File: src/rtl/branch_predict_unit_if.sv
// Signal bundle between the IF/EX pipeline and the branch predictor.
// The master side drives fetch/resolve information; the slave is the predictor.
interface branch_predict_unit_if;
  logic [31:0] if_pc_i;
  logic [31:0] if_instr_i;
  logic [31:0] if_imm_i;
  logic        stall_i;
  logic        flush_i;
  logic        ex_valid_i;
  logic [31:0] ex_pc_i;
  logic        ex_taken_i;
  logic        ex_mispred_i;
  logic        pred_taken_o;
  logic [31:0] pred_target_o;
  logic        id_pred_taken_o;
  logic [31:0] id_pred_target_o;
  logic [31:0] stat_branch_cnt_o;
  logic [31:0] stat_miss_cnt_o;

  // No handshake: IF inputs are sampled combinationally every cycle; an EX
  // update is consumed on the rising edge whenever ex_valid_i is high.
  modport master (
    output if_pc_i, if_instr_i, if_imm_i, stall_i, flush_i,
    output ex_valid_i, ex_pc_i, ex_taken_i, ex_mispred_i,
    input  pred_taken_o, pred_target_o, id_pred_taken_o, id_pred_target_o,
    input  stat_branch_cnt_o, stat_miss_cnt_o
  );

  modport slave (
    input  if_pc_i, if_instr_i, if_imm_i, stall_i, flush_i,
    input  ex_valid_i, ex_pc_i, ex_taken_i, ex_mispred_i,
    output pred_taken_o, pred_target_o, id_pred_taken_o, id_pred_target_o,
    output stat_branch_cnt_o, stat_miss_cnt_o
  );
endinterface

File: src/rtl/branch_predict_unit.sv
// IF-stage 2-bit saturating-counter branch predictor with IF/ID prediction registers.
// Optional resolved-branch / misprediction statistics enabled by defining BPU_STATS_EN.
module branch_predict_unit #(
  parameter int         IDX_W    = 4,
  parameter logic [1:0] CNT_INIT = 2'b01
) (
  input logic                  clk,
  input logic                  rst_n,
  branch_predict_unit_if.slave bus
);

  localparam int DEPTH = 1 << IDX_W;
  localparam logic [6:0] OP_JAL    = 7'b1101111;
  localparam logic [6:0] OP_BRANCH = 7'b1100011;

  logic [1:0]       cnt_q [DEPTH];
  logic [IDX_W-1:0] rd_idx;
  logic [IDX_W-1:0] wr_idx;
  logic [1:0]       wr_cur;
  logic [1:0]       wr_next;
  logic             pred_taken;
  logic [31:0]      pred_target;
  logic             id_taken_q;
  logic [31:0]      id_target_q;

  assign rd_idx = bus.if_pc_i[IDX_W+1:2];
  assign wr_idx = bus.ex_pc_i[IDX_W+1:2];
  assign wr_cur = cnt_q[wr_idx];

  // Reads see the pre-update table; a same-cycle write shows up next cycle.
  always_comb begin
    pred_taken = 1'b0;
    if (bus.if_instr_i[1:0] == 2'b11) begin
      case (bus.if_instr_i[6:0])
        OP_JAL:    pred_taken = 1'b1;
        OP_BRANCH: pred_taken = cnt_q[rd_idx][1];
        default:   pred_taken = 1'b0;
      endcase
    end
  end

  assign pred_target = bus.if_pc_i + bus.if_imm_i;

  always_comb begin
    wr_next = wr_cur;
    if (bus.ex_taken_i) begin
      if (wr_cur != 2'b11) wr_next = wr_cur + 2'd1;
    end else begin
      if (wr_cur != 2'b00) wr_next = wr_cur - 2'd1;
    end
  end

  always_ff @(posedge clk or negedge rst_n) begin
    if (!rst_n) begin
      for (int i = 0; i < DEPTH; i++) cnt_q[i] <= CNT_INIT;
    end else if (bus.ex_valid_i) begin
      cnt_q[wr_idx] <= wr_next;
    end
  end

  // Flush beats stall so a redirect can never leave a stale prediction in ID.
  always_ff @(posedge clk or negedge rst_n) begin
    if (!rst_n) begin
      id_taken_q  <= 1'b0;
      id_target_q <= 32'h0;
    end else if (bus.flush_i) begin
      id_taken_q  <= 1'b0;
      id_target_q <= 32'h0;
    end else if (!bus.stall_i) begin
      id_taken_q  <= pred_taken;
      id_target_q <= pred_target;
    end
  end

  assign bus.pred_taken_o     = pred_taken;
  assign bus.pred_target_o    = pred_target;
  assign bus.id_pred_taken_o  = id_taken_q;
  assign bus.id_pred_target_o = id_target_q;

`ifdef BPU_STATS_EN
  logic [31:0] branch_cnt_q;
  logic [31:0] miss_cnt_q;

  always_ff @(posedge clk or negedge rst_n) begin
    if (!rst_n) begin
      branch_cnt_q <= 32'h0;
      miss_cnt_q   <= 32'h0;
    end else if (bus.ex_valid_i) begin
      if (branch_cnt_q != 32'hFFFF_FFFF) branch_cnt_q <= branch_cnt_q + 32'd1;
      if (bus.ex_mispred_i && (miss_cnt_q != 32'hFFFF_FFFF))
        miss_cnt_q <= miss_cnt_q + 32'd1;
    end
  end

  assign bus.stat_branch_cnt_o = branch_cnt_q;
  assign bus.stat_miss_cnt_o   = miss_cnt_q;
`else
  assign bus.stat_branch_cnt_o = 32'h0;
  assign bus.stat_miss_cnt_o   = 32'h0;
`endif

endmodule
File: src/flat_wrapper.sv
// flat-port wrapper written by rule: the top's interface ports become plain ports
module branch_predict_unit_flat 
#(
  parameter int         IDX_W    = 4,
  parameter logic [1:0] CNT_INIT = 2'b01
)
  (clk, rst_n, bus_if_pc_i, bus_if_instr_i, bus_if_imm_i, bus_stall_i, bus_flush_i, bus_ex_valid_i, bus_ex_pc_i, bus_ex_taken_i, bus_ex_mispred_i, bus_pred_taken_o, bus_pred_target_o, bus_id_pred_taken_o, bus_id_pred_target_o, bus_stat_branch_cnt_o, bus_stat_miss_cnt_o);
  branch_predict_unit_if bus_i ();
  input logic clk;
  input logic rst_n;
  input wire logic [$bits(bus_i.if_pc_i)-1:0] bus_if_pc_i;
  input wire logic [$bits(bus_i.if_instr_i)-1:0] bus_if_instr_i;
  input wire logic [$bits(bus_i.if_imm_i)-1:0] bus_if_imm_i;
  input wire logic [$bits(bus_i.stall_i)-1:0] bus_stall_i;
  input wire logic [$bits(bus_i.flush_i)-1:0] bus_flush_i;
  input wire logic [$bits(bus_i.ex_valid_i)-1:0] bus_ex_valid_i;
  input wire logic [$bits(bus_i.ex_pc_i)-1:0] bus_ex_pc_i;
  input wire logic [$bits(bus_i.ex_taken_i)-1:0] bus_ex_taken_i;
  input wire logic [$bits(bus_i.ex_mispred_i)-1:0] bus_ex_mispred_i;
  output wire logic [$bits(bus_i.pred_taken_o)-1:0] bus_pred_taken_o;
  output wire logic [$bits(bus_i.pred_target_o)-1:0] bus_pred_target_o;
  output wire logic [$bits(bus_i.id_pred_taken_o)-1:0] bus_id_pred_taken_o;
  output wire logic [$bits(bus_i.id_pred_target_o)-1:0] bus_id_pred_target_o;
  output wire logic [$bits(bus_i.stat_branch_cnt_o)-1:0] bus_stat_branch_cnt_o;
  output wire logic [$bits(bus_i.stat_miss_cnt_o)-1:0] bus_stat_miss_cnt_o;
  assign bus_i.if_pc_i = bus_if_pc_i;
  assign bus_i.if_instr_i = bus_if_instr_i;
  assign bus_i.if_imm_i = bus_if_imm_i;
  assign bus_i.stall_i = bus_stall_i;
  assign bus_i.flush_i = bus_flush_i;
  assign bus_i.ex_valid_i = bus_ex_valid_i;
  assign bus_i.ex_pc_i = bus_ex_pc_i;
  assign bus_i.ex_taken_i = bus_ex_taken_i;
  assign bus_i.ex_mispred_i = bus_ex_mispred_i;
  assign bus_pred_taken_o = bus_i.pred_taken_o;
  assign bus_pred_target_o = bus_i.pred_target_o;
  assign bus_id_pred_taken_o = bus_i.id_pred_taken_o;
  assign bus_id_pred_target_o = bus_i.id_pred_target_o;
  assign bus_stat_branch_cnt_o = bus_i.stat_branch_cnt_o;
  assign bus_stat_miss_cnt_o = bus_i.stat_miss_cnt_o;
  branch_predict_unit #(.IDX_W(IDX_W), .CNT_INIT(CNT_INIT)) u_core (.clk(clk), .rst_n(rst_n), .bus(bus_i));
endmodule
File: config.mk
export PLATFORM = sky130hd
export DESIGN_NAME = branch_predict_unit_flat
export DESIGN_NICKNAME = d
export VERILOG_FILES = /design/src/rtl/branch_predict_unit_if.sv /design/src/rtl/branch_predict_unit.sv /design/src/flat_wrapper.sv
export SDC_FILE = /design/constraint.sdc
export NUM_CORES = 1
export LEC_CHECK = 0
export ABC_AREA = 0
export BUFFER_PORTS_ARGS = -buffer_cell sky130_fd_sc_hd__buf_2
export CAP_MARGIN = 20
export CORE_UTILIZATION = 48
export CTS_CLUSTER_DIAMETER = 50
export DETAILED_ROUTE_END_ITERATION = 10
export GPL_TIMING_DRIVEN = 1
export PLACE_DENSITY_LB_ADDON = 0.05
export RECOVER_POWER = 50
export SYNTH_ARGS = -nofsm -noshare
export SYNTH_HDL_FRONTEND = slang
export SYNTH_SLANG_ARGS = --single-unit
export TNS_END_PERCENT = 5
File: constraint.sdc
create_clock -name clk -period 3.8 [get_ports clk]
set_input_delay 0.76 -clock clk [delete_from_list [all_inputs] [get_ports clk]]
set_output_delay 0.76 -clock clk [all_outputs]
set_load 0.02 [all_outputs]
==> results.toml <==
[final_layout]
areaGrowthSynthToFinish_pct = 21.6
fillers = 1008
finalInstanceArea_um2 = 6670
nNetsFinal = 911
multi_input_area_um2 = 3520
seq_area_um2 = 1650
num_antenna_cells = 0
final_cells = 889
post-route-util = 0.607
final_layout_size_suffix_gt1_frac = 0.339

[timing]
timing.final.crit_period_ns = 3.80
setup_viol = 1
tightest_slew_ns = 1.91
timing.final.crit_share = 1.00
max_clock_freq_mhz = 263
relSlewSlack = -0.275
finClkSkew_ns = 0.00836
hold_viol = 0
rsz0062_at_grt = "true"
maxSlewViolCount = 36
final.setup.worst_slack_ns = -0.000377

[drt]
drtIter0Drc = 194
drc_errors = 0
dr.pass1.iters = 7
routedWlPerCell_um = 16.6
ant_nets = 0
viasPerCell = 5.48
vias = 4873
totalWireLength_um = 14700

[cts]
cts_max_level = 3
hold_buffers = 0
clockRootBuffer = "clkbuf_16"
clkTransAtPathRegs_ns = 0.06
cts_buffer_depth = 2
cts_sinks = 65
clk_latency_ns = 0.34
tritoncts = "done"
cts_buffers = 9

[outcome]
violations = "max-capacitance violations, max-slew violations, negative setup slack"
status = "complete, but fails checks"

[setup_path]
crit_fanout = 3
crit_family = "compound AO/OA/AOI/OAI gates"
reg2regPathDepth = 4
slowest_stage = "a221o_1"
rrSetupSlack_ns = 1.56
endpoint_kind = "output port"
cp.arrival_ns = 3.04
cp-start-kind = "input port"
critPathCapture = "bus_pred_target_o[18]"
crit_cells = 11
r2r-start = "u_core.cnt_q[1]"
startpoint = "bus_if_pc_i[0]"
path_class = "in2out"
path_buf_inv = 2
critPathRequiredTime_ns = 3.04
rr_endpoint = "u_core.cnt_q[5]"
critPathMaxStageDelay_ns = 0.44
crit_chain = "buf_6 > ha_4 > fa_2 > a21o_1 > a221o_1 > a221o_1 > a21boi_2 > or2_4 > nand2_2 > xor2_1 > buf_4"
cp_common_cell = "a221o_1"

[global_routing]
use_met3 = 0.0311
grt_max_degree = 48
antenna_found_initial = 0
grt_first_pass_wirelength_um = 22100
met2_usage = 0.424
grt_usage = 0.245
busiest_layer = "met2"
met1_usage = 0.311
grt_pass1_vias = 4445
grt_overflow = 0

[placement]
gp_congestion = 0.921
hpwl_um = 11400
io_buffers = 146
place_area_um2 = 6270
dp_cells = 867

[synthesis]
ys_warn_count = 0
netlist_area_um2 = 5480
synth_compound_area_frac = 0.146
ys_top_cells_by_area = "dfrtp_1, buf_4, dfstp_2"
synth_seq_area_share = 0.300
avgSynthCellArea_um2 = 9.45
synth-simple-area-share = 0.157
synthCells = 580
ys_ff_latch = 65
ys.flop_type = "dfrtp_1"
synth_cell_types = 66
synth_top_family_by_area = "simple AND/OR/NAND/NOR gates"
synth_edf_count = 0
yosysTopAreaCellShare = 0.224
synth_top_cell_by_area = "dfrtp_1"
synthMuxAreaShare = 0.151
async_reset_ff_frac = 1.00
yosys.area_share.adder = 0.0785
synthXorXnorAreaFrac = 0.0495

[hold_path]
hold_path_class = "in2async"

[floorplan]
core-area_um2 = 11000
die_h_um = 109
fp.dieW_um = 109
start_util = 0.499
dieArea_um2 = 11900
rows = 38
ios = 265

[power_and_ir_drop]
max-vdd-ir-drop_mv = 0.349
finalPower_w = 0.00299
power.leakage_nw = 3.22
p_per_area_nw_per_um2 = 449

[run]
maxCapViolations = 1
-- worst min-delay path by stage --
stage	to	slack [ns]	cells after the start
floorplan	u_core.bus.id_pred_taken_o	0.46	0
global placement	u_core.bus.id_pred_target_o[15]	0.48	1
detailed placement	u_core.bus.id_pred_target_o[13]	0.49	1
CTS	u_core.bus.id_pred_target_o[13]	0.50	1
global route	u_core.bus.id_pred_target_o[25]	0.51	1
finish	u_core.bus.id_pred_target_o[25]	0.44	1
-- cell families (layout without fill, tap and decap cells) --
logic type / after synthesis / in the layout
AND/OR/NAND/NOR: 169 / 169
AO/OA/AOI/OAI: 117 / 117
buffers and inverters: 103 / 209
flip-flops: 65 / 65
multiplexers: 60 / 60
adder cells (fa/ha/maj): 34 / 34
XOR/XNOR: 31 / 31
other: 1 / 64
-- final cells by class --
| cell class | count | share of cell area |
|---|---|---|
| clock buffers | 14 | 0.0396 |
| flip-flops and latches | 65 | 0.247 |
| clock inverters | 2 | 0.00188 |
| inverters | 6 | 0.00338 |
| repair buffers | 187 | 0.153 |
| multi-input cells | 475 | 0.529 |
| well taps | 140 | 0.0263 |
-- cells in the mapped netlist (all sizes together) (8+ instances only) --
master,number
mux2i,13
buf,68
mux4,15
mux2,32
o21ai,19
clkbuf,29
xor2,13
nand2,31
nor2b,8
nor2,51
a21oi,34
a21o,14
ha,31
nand3,11
nor3,10
dfstp,16
nand4,12
nand2b,8
dfrtp,49
xnor2,18
-- layout by cell type, fill, tap and decap left out, types with 13 or more instances in the layout --
master    count
nor2_1       51
dfrtp_1      49
ha_1         30
a21o_1       14
buf_2       106
buf_4        44
xor2_1       13
xnor2_1      15
dfstp_2      16
clkbuf_1     37
a21oi_1      31
mux2_2       32
mux4_2       15
conb_1       64
o21ai_0      19
nand2_1      30
mux2i_1      13
-- routing by layer --
layer  routed length, um  share of wire
met1                6250           0.42
met2                7480           0.51
met3                 816          0.055
met4                 191          0.013
met5                   0              0
-- sequential cells by signal, indices dropped and copies added, names as in the netlist --
name / flops
u_core.bus.id_pred_target_o: 32
u_core.cnt_q: 32
u_core.bus.id_pred_taken_o: 1
-- through the flow --
stage / hold slack, ns / worst slack, ns / setup TNS [ns]
5_1_grt: 0.509 / -0.105 / -0.280
3_3_place_gp: 0.484 / -0.228 / -0.978
2_1_floorplan: 0.464 / 0.00935 / 0
4_1_cts: 0.502 / -0.0583 / -0.130
3_5_place_dp: 0.485 / -0.200 / -1.15
6_report: 0.444 / -0.000377 / -0.000377
-- what timing repair did --
action	in CTS	in global routing
pin swaps	7	6
gates resized for setup	15	12
buffers inserted	3	2
endpoints found under the setup margin	8	11
hold endpoints to repair	0	0
gates cloned	0	0
-- report_power, final --
| group | internal, W | switching [W] | total [W] |
|---|---|---|---|
| sequential | 0.000900 | 0.0000916 | 0.000991 |
| clock | 0.000477 | 0.000312 | 0.000789 |
| combinational | 0.000530 | 0.000681 | 0.00121 |
No activity file was read; power rests on OpenSTA's default activity.
